--- src/rtl/tff_stream_pkg.sv ---
// ============================================================================
// tff_stream_pkg : shared types and constants for the TFF stream decoder
// Revision: 1.0
// ============================================================================
`default_nettype none

package tff_stream_pkg;

  typedef enum logic [0:0] {
    HUNT = 1'b0,
    DATA = 1'b1
  } state_t;

  localparam int          DEFAULT_DATA_W    = 8;
  localparam logic [7:0]  DEFAULT_SYNC_WORD = 8'h7E;

  // Bit counter must index 0..DATA_W-1; a 1-bit word still needs one bit.
  function automatic int bit_cnt_width(input int dw);
    return (dw > 1) ? $clog2(dw) : 1;
  endfunction

  localparam int DEFAULT_CNT_W = bit_cnt_width(DEFAULT_DATA_W);

endpackage

`default_nettype wire

--- src/rtl/tff_edge_decoder.sv ---
// ============================================================================
// tff_edge_decoder : recovers T-input bits from a T flip-flop Q line
// Revision: 1.0
// ============================================================================
`default_nettype none

module tff_edge_decoder (
  input  logic clk,
  input  logic reset,
  input  logic line_in,
  input  logic line_valid,
  output logic bit_out
);

  logic prev_level;

  // Matches a T flip-flop reset to Q=0; idle cycles leave the level untouched.
  always_ff @(posedge clk) begin
    if (reset) begin
      prev_level <= 1'b0;
    end else if (line_valid) begin
      prev_level <= line_in;
    end
  end

  assign bit_out = line_in ^ prev_level;

endmodule

`default_nettype wire

--- src/rtl/tff_stream_decoder.sv ---
// ============================================================================
// tff_stream_decoder : sync-word framed, LSB-first toggle-line word decoder
// Revision: 1.0
// ============================================================================
`default_nettype none

module tff_stream_decoder
  import tff_stream_pkg::*;
#(
  parameter int                DATA_W    = DEFAULT_DATA_W,
  parameter logic [DATA_W-1:0] SYNC_WORD = DATA_W'(DEFAULT_SYNC_WORD)
) (
  input  logic              clk,
  input  logic              reset,
  input  logic              line_in,
  input  logic              line_valid,
  output logic [DATA_W-1:0] data_out,
  output logic              data_valid,
  output logic              in_frame,
  output logic              frame_done,
  output logic              frame_err,
  output logic [7:0]        word_count
);

  localparam int              CNT_W    = bit_cnt_width(DATA_W);
  localparam logic [CNT_W-1:0] LAST_BIT = CNT_W'(DATA_W - 1);

  state_t            state;
  state_t            state_next;
  logic              bit_dec;
  logic [DATA_W-1:0] window;
  logic [DATA_W-1:0] window_shifted;
  logic [CNT_W-1:0]  bit_cnt;
  logic              sync_hit;
  logic              word_last;
  logic              done_set;
  logic              err_set;
  logic              frame_end;

  tff_edge_decoder u_edge (
    .clk        (clk),
    .reset      (reset),
    .line_in    (line_in),
    .line_valid (line_valid),
    .bit_out    (bit_dec)
  );

  // Window including the bit being sampled this cycle.
  assign window_shifted = {bit_dec, window[DATA_W-1:1]};

  always_ff @(posedge clk) begin
    if (reset) begin
      state <= HUNT;
    end else begin
      state <= state_next;
    end
  end

  always_comb begin
    state_next = state;
    sync_hit   = 1'b0;
    word_last  = 1'b0;
    done_set   = 1'b0;
    err_set    = 1'b0;
    frame_end  = 1'b0;
    case (state)
      HUNT: begin
        if (line_valid && (window_shifted == SYNC_WORD)) begin
          sync_hit   = 1'b1;
          state_next = DATA;
        end
      end
      DATA: begin
        if (line_valid) begin
          word_last = (bit_cnt == LAST_BIT);
        end else begin
          frame_end  = 1'b1;
          done_set   = (bit_cnt == '0);
          err_set    = (bit_cnt != '0);
          state_next = HUNT;
        end
      end
      default: state_next = HUNT;
    endcase
  end

  always_ff @(posedge clk) begin
    if (reset) begin
      window     <= '0;
      bit_cnt    <= '0;
      data_out   <= '0;
      word_count <= '0;
      data_valid <= 1'b0;
      frame_done <= 1'b0;
      frame_err  <= 1'b0;
    end else begin
      data_valid <= word_last;
      frame_done <= done_set;
      frame_err  <= err_set;

      // Clearing on frame end keeps a payload tail from aliasing into a sync.
      if (line_valid) begin
        window <= window_shifted;
      end else if (frame_end) begin
        window <= '0;
      end

      if (sync_hit || frame_end || word_last) begin
        bit_cnt <= '0;
      end else if ((state == DATA) && line_valid) begin
        bit_cnt <= bit_cnt + 1'b1;
      end

      if (word_last) begin
        data_out <= window_shifted;
      end

      if (sync_hit) begin
        word_count <= '0;
      end else if (word_last && (word_count != 8'hFF)) begin
        word_count <= word_count + 8'd1;
      end
    end
  end

  assign in_frame = (state == DATA);

endmodule

`default_nettype wire
--- config.mk ---
export PLATFORM = sky130hd
export DESIGN_NAME = tff_stream_decoder
export DESIGN_NICKNAME = d
export VERILOG_FILES = /design/src/rtl/tff_stream_pkg.sv /design/src/rtl/tff_edge_decoder.sv /design/src/rtl/tff_stream_decoder.sv
export SDC_FILE = /design/constraint.sdc
export NUM_CORES = 1
export LEC_CHECK = 0
export ABC_AREA = 1
export CAP_MARGIN = 15
export CORE_UTILIZATION = 46
export DETAILED_ROUTE_END_ITERATION = 12
export GPL_TIMING_DRIVEN = 0
export HOLD_SLACK_MARGIN = 0.05
export PLACE_DENSITY = 0.8
export SLEW_MARGIN = 20
export SYNTH_ARGS = -nofsm -noshare
export SYNTH_HDL_FRONTEND = slang
export SYNTH_HIERARCHICAL = 1
export SYNTH_SLANG_ARGS = --single-unit
--- constraint.sdc ---
create_clock -name clk -period 1.3 [get_ports clk]
set_input_delay 0.26 -clock clk [delete_from_list [all_inputs] [get_ports clk]]
set_output_delay 0.26 -clock clk [all_outputs]
set_load 0.02 [all_outputs]
==> qor_table.md <==
| Result | Reported |
| --- | --- |
| Hold Path Origin | line_valid |
| Endpoint of the worst hold-timing path | window[6] |
| P_sw | 0.0004039 W |
| Parity-gate share of the synthesized area counting xor and xnor cells | 0.03223 |
| Layout Cells excl Fill | 248 |
| Count of port buffers added during placement | 23 |
| Detailed-routing iteration count for the pre-antenna-repair pass | 4 |
| Number of flops mapped to enable cells by yosys | 0 |
| Number of levels the H-tree was split into | 2 |
| Post-synthesis mux area share | 0 |
| CTS tree | yes |
| Count of standard-cell rows | 19 |
| Post-place setup slack | -0.4221 ns |
| Switching share of power | 0.2269 |
| Worst vdd rail ir drop | 0.9878 mV |
| Simple-gate portion of the synthesized area | 0.3020 |
| Floorplan core area | 2781 um2 |
| Number of cells on the worst reg-to-reg path | 9 |
| Antenna cell count | 0 |
| Number of buffers added by the clock tree synthesis step | 5 |
| Global placer's final weighted congestion | 0.7990 |
| Post-route ant nets | 0 |
| Leftover overflow at the end of global routing | 0 |
| Primary FF master, synth | sky130_fd_sc_hd__dfxtp_1 |
| Fraction of the yosys area taken by sequential cells | 0.4567 |
| Worst reg2reg endpoint | word_count[5] |
| Gate Count Post-Synth | 181 |
| Synthesized area per cell | 7.507 um2 |
| Wire length per cell | 10.49 um |
| Total of endpoints with negative setup slack in the final report | 0 |
| Net Count, Synth | 189 |
| Share of synthesized registers carrying an async set or reset | 0 |
| Share of the synthesized area in compound gates (AO/OA/AOI/OAI) | 0.09945 |
| Final number of hold-violating endpoints | 0 |
| Min-Delay Path Class | primary input to flop |
| Sequential share of power | 0.536 |
| Pin count of the biggest net entering global routing | 12 |
| Global-route wire length before repair | 4360 um |
| DRC marker count from the first detailed-route iteration | 48 |
| Die height | 56.35 um |
| Max-cap violations | 0 |
| Fmax | 0.7853 GHz |
| Tightest Pin Transition | 0.2876 ns |
| Setup Crit Path Kind | flop to flop |
| Largest fanout on the critical path | 6 |
| Number of antenna violations at the first check in global routing | 0 |
| Static Leakage | 0.6987 nW |
| Sink Count | 31 |
| Critical path launch point type | flop |
| Period minus WS final | 1.273 ns |
| Clock latency reported for the late side of the worst-skew pair | 0.34 ns |
| Total chip power | 0.001780 W |
| Flip-flop and latch count after synthesis | 31 |
| Total placed cells including tap cells | 235 |
| Post-synthesis to final-layout area growth | 31.58% |
| Int Power | 0.001376 W |
| Setup Total Neg Slack | 0 ns |
| Worst max-slew margin expressed relative to the limit | 0.8080 |
| Vias per Instance | 4.883 |
| Setup ws final | 0.02656 ns |
| Die width | 56.35 um |
| Net total in the final layout | 224 |
| Total power per unit cell area | 995.7 nW/um2 |
| Warnings, synthesis | 6 |
| Final critical-path share of the clock period | 0.9796 |
| Effective utilization at floorplan | 0.4885 |
| Post-synthesis share of cell area spent on full adders, half adders and majority gates | 0.03683 |
| Commonest non-fill, non-tap cell in the layout | sky130_fd_sc_hd__nand2_1 |
| Number of remaining DRC errors | 0 |
| Clock network fraction of design power | 0.428 |
| Via count of the first global-routing pass | 1031 |
| Worst EP required | 1.54 ns |
| Clk slew on worst S/H paths | 0.10 ns |
| HPWL after detailed placement | 1767 um |
| IO Pins | 24 |
| Final core utilization | 0.6428 |
| Run status | finished, final reports clean |
| Filler Cells Inserted | 228 |
| Count of final max-slew check failures | 0 |
| Unique masters post-synth | 22 |
| Worst path arrival time | 1.52 ns |
| Fraction of layout cells with a size suffix above 1 | 0.2903 |
| Die Outline Area | 3175 um2 |
| Post-synthesis instance area | 1359 um2 |
| Largest family of logic cells by synthesized area | simple AND/OR/NAND/NOR gates |
| Startpoint of the most critical register-to-register path | bit_cnt[0] |
| Part of the power in combinational logic | 0.036 |
| Hold-fix buffer count after cts | 0 |
| CP Capture Type | flop |
| Hold Path Stages | 3 |
| Final WL | 2601 um |
| Total routing usage reported by global routing | 0.1775 |
| Clock tree buffer depth | 2 |
| Worst Clk Skew | 0.009341 ns |
| Total number of vias | 1211 |
| RSZ-0062 raised after global routing | yes |
| Top library cells by usage in the layout, fill and taps aside | sky130_fd_sc_hd__nand2_1 (60), sky130_fd_sc_hd__a21oi_1 (22), sky130_fd_sc_hd__dfxtp_1 (21), sky130_fd_sc_hd__inv_1 (13), sky130_fd_sc_hd__nor2_1 (13) |
| Register-to-register setup slack | 0.03 ns |
| Library cell used as clock root buffer | sky130_fd_sc_hd__clkbuf_4 |
-- worst max-delay path by stage --
stage	start	end	slack, ns	depth (start not counted)
4_1_cts	word_count[7]	word_count[7]	0.001	1
3_5_place_dp	line_valid	word_count[6]	-0.42	6
3_3_place_gp	line_valid	word_count[6]	-0.41	6
2_1_floorplan	bit_cnt[1]	word_count[6]	0.02	8
6_report	bit_cnt[0]	word_count[5]	0.03	9
5_1_grt	bit_cnt[0]	word_count[5]	-0.07	9
-- through the flow --
stage                     cell area (um2)  hold slack [ns]
after detailed placement             1634           0.4576
final                                1788           0.3351
after global placement               1634           0.4557
after CTS                            1775           0.4694
after global routing                 1788           0.3346
after floorplan                      1365           0.3971
-- repair_timing --
item	CTS	global route
setup buffers	4	0
endpoints found under the setup margin	36	39
gates resized for setup	44	37
pin swaps	0	1
gates cloned	1	0
endpoints found under the hold margin	0	0
-- cell usage after synthesis, types with 2 or more instances --
cell                       number  area [um2]
sky130_fd_sc_hd__nor2_2         2       12.51
sky130_fd_sc_hd__buf_6          2       22.52
sky130_fd_sc_hd__nand2_2        2       12.51
sky130_fd_sc_hd__nand4_1        2       12.51
sky130_fd_sc_hd__dfxtp_1       31       620.6
sky130_fd_sc_hd__clkbuf_1       2       7.510
sky130_fd_sc_hd__nor2_1        13       48.80
sky130_fd_sc_hd__xor2_1         5       43.79
sky130_fd_sc_hd__a21oi_1       25       125.1
sky130_fd_sc_hd__inv_1         13       48.80
sky130_fd_sc_hd__nand2_1       61       229.0
sky130_fd_sc_hd__nand3_1       10       50.05
sky130_fd_sc_hd__ha_1           4       50.05
-- worst max-delay path: stages (launching register included) --
cell,delay (ns)
sky130_fd_sc_hd__dfxtp_2,0.35
sky130_fd_sc_hd__ha_4,0.16
sky130_fd_sc_hd__ha_4,0.16
sky130_fd_sc_hd__nand3_4,0.08
sky130_fd_sc_hd__clkinv_4,0.09
sky130_fd_sc_hd__buf_4,0.13
sky130_fd_sc_hd__nand3_1,0.07
sky130_fd_sc_hd__nand2_1,0.05
sky130_fd_sc_hd__nand2_1,0.05
sky130_fd_sc_hd__nor2_1,0.03
-- sequential cells by signal, indices dropped and copies added (netlist names) --
signal	count
window	7
data_out	8
frame_err	1
in_frame	1
bit_cnt	3
word_count	8
data_valid	1
frame_done	1
u_edge/prev_level	1
-- layout make-up --
type / instances / area (um2) / share of cell area
multi-input combinational: 130 / 701.9 / 0.3926
clock buffer: 5 / 37.54 / 0.02099
clock inverter: 3 / 43.79 / 0.02449
sequential: 31 / 640.6 / 0.3583
buffer: 5 / 40.04 / 0.02239
inverter: 15 / 63.81 / 0.03569
tap: 31 / 38.79 / 0.02169
timing repair buffer: 28 / 221.5 / 0.1239
-- per-layer routing --
layer	vias to the layer above	global-route usage	routed length, um
met4	0	0.08362	54
met2	24	0.2687	1170
li1	640	-	-
met5	-	0	0
met1	540	0.2258	1263
met3	7	0.06221	112
-- cells by family after synthesis --
logic type,count (synthesis)
DFF,31
AOI/OAI and AO/OA,27
adders and majority gates,4
xor gates and xnor gates,5
buffers and inverters,20
and+or+nand+nor,94
-- power by group through the flow --
stage	clock network, W	logic [W]	registers, W
finish	0.000762	0.0000639	0.000955
global route	0.000823	0.0000697	0.000956
CTS	0.000777	0.0000593	0.000960
detailed placement	0	0.0000582	0.000982
global placement	0	0.0000586	0.000982
floorplan	0	0.0000359	0.000981
Note: power is estimated with default switching activity, not from simulation.
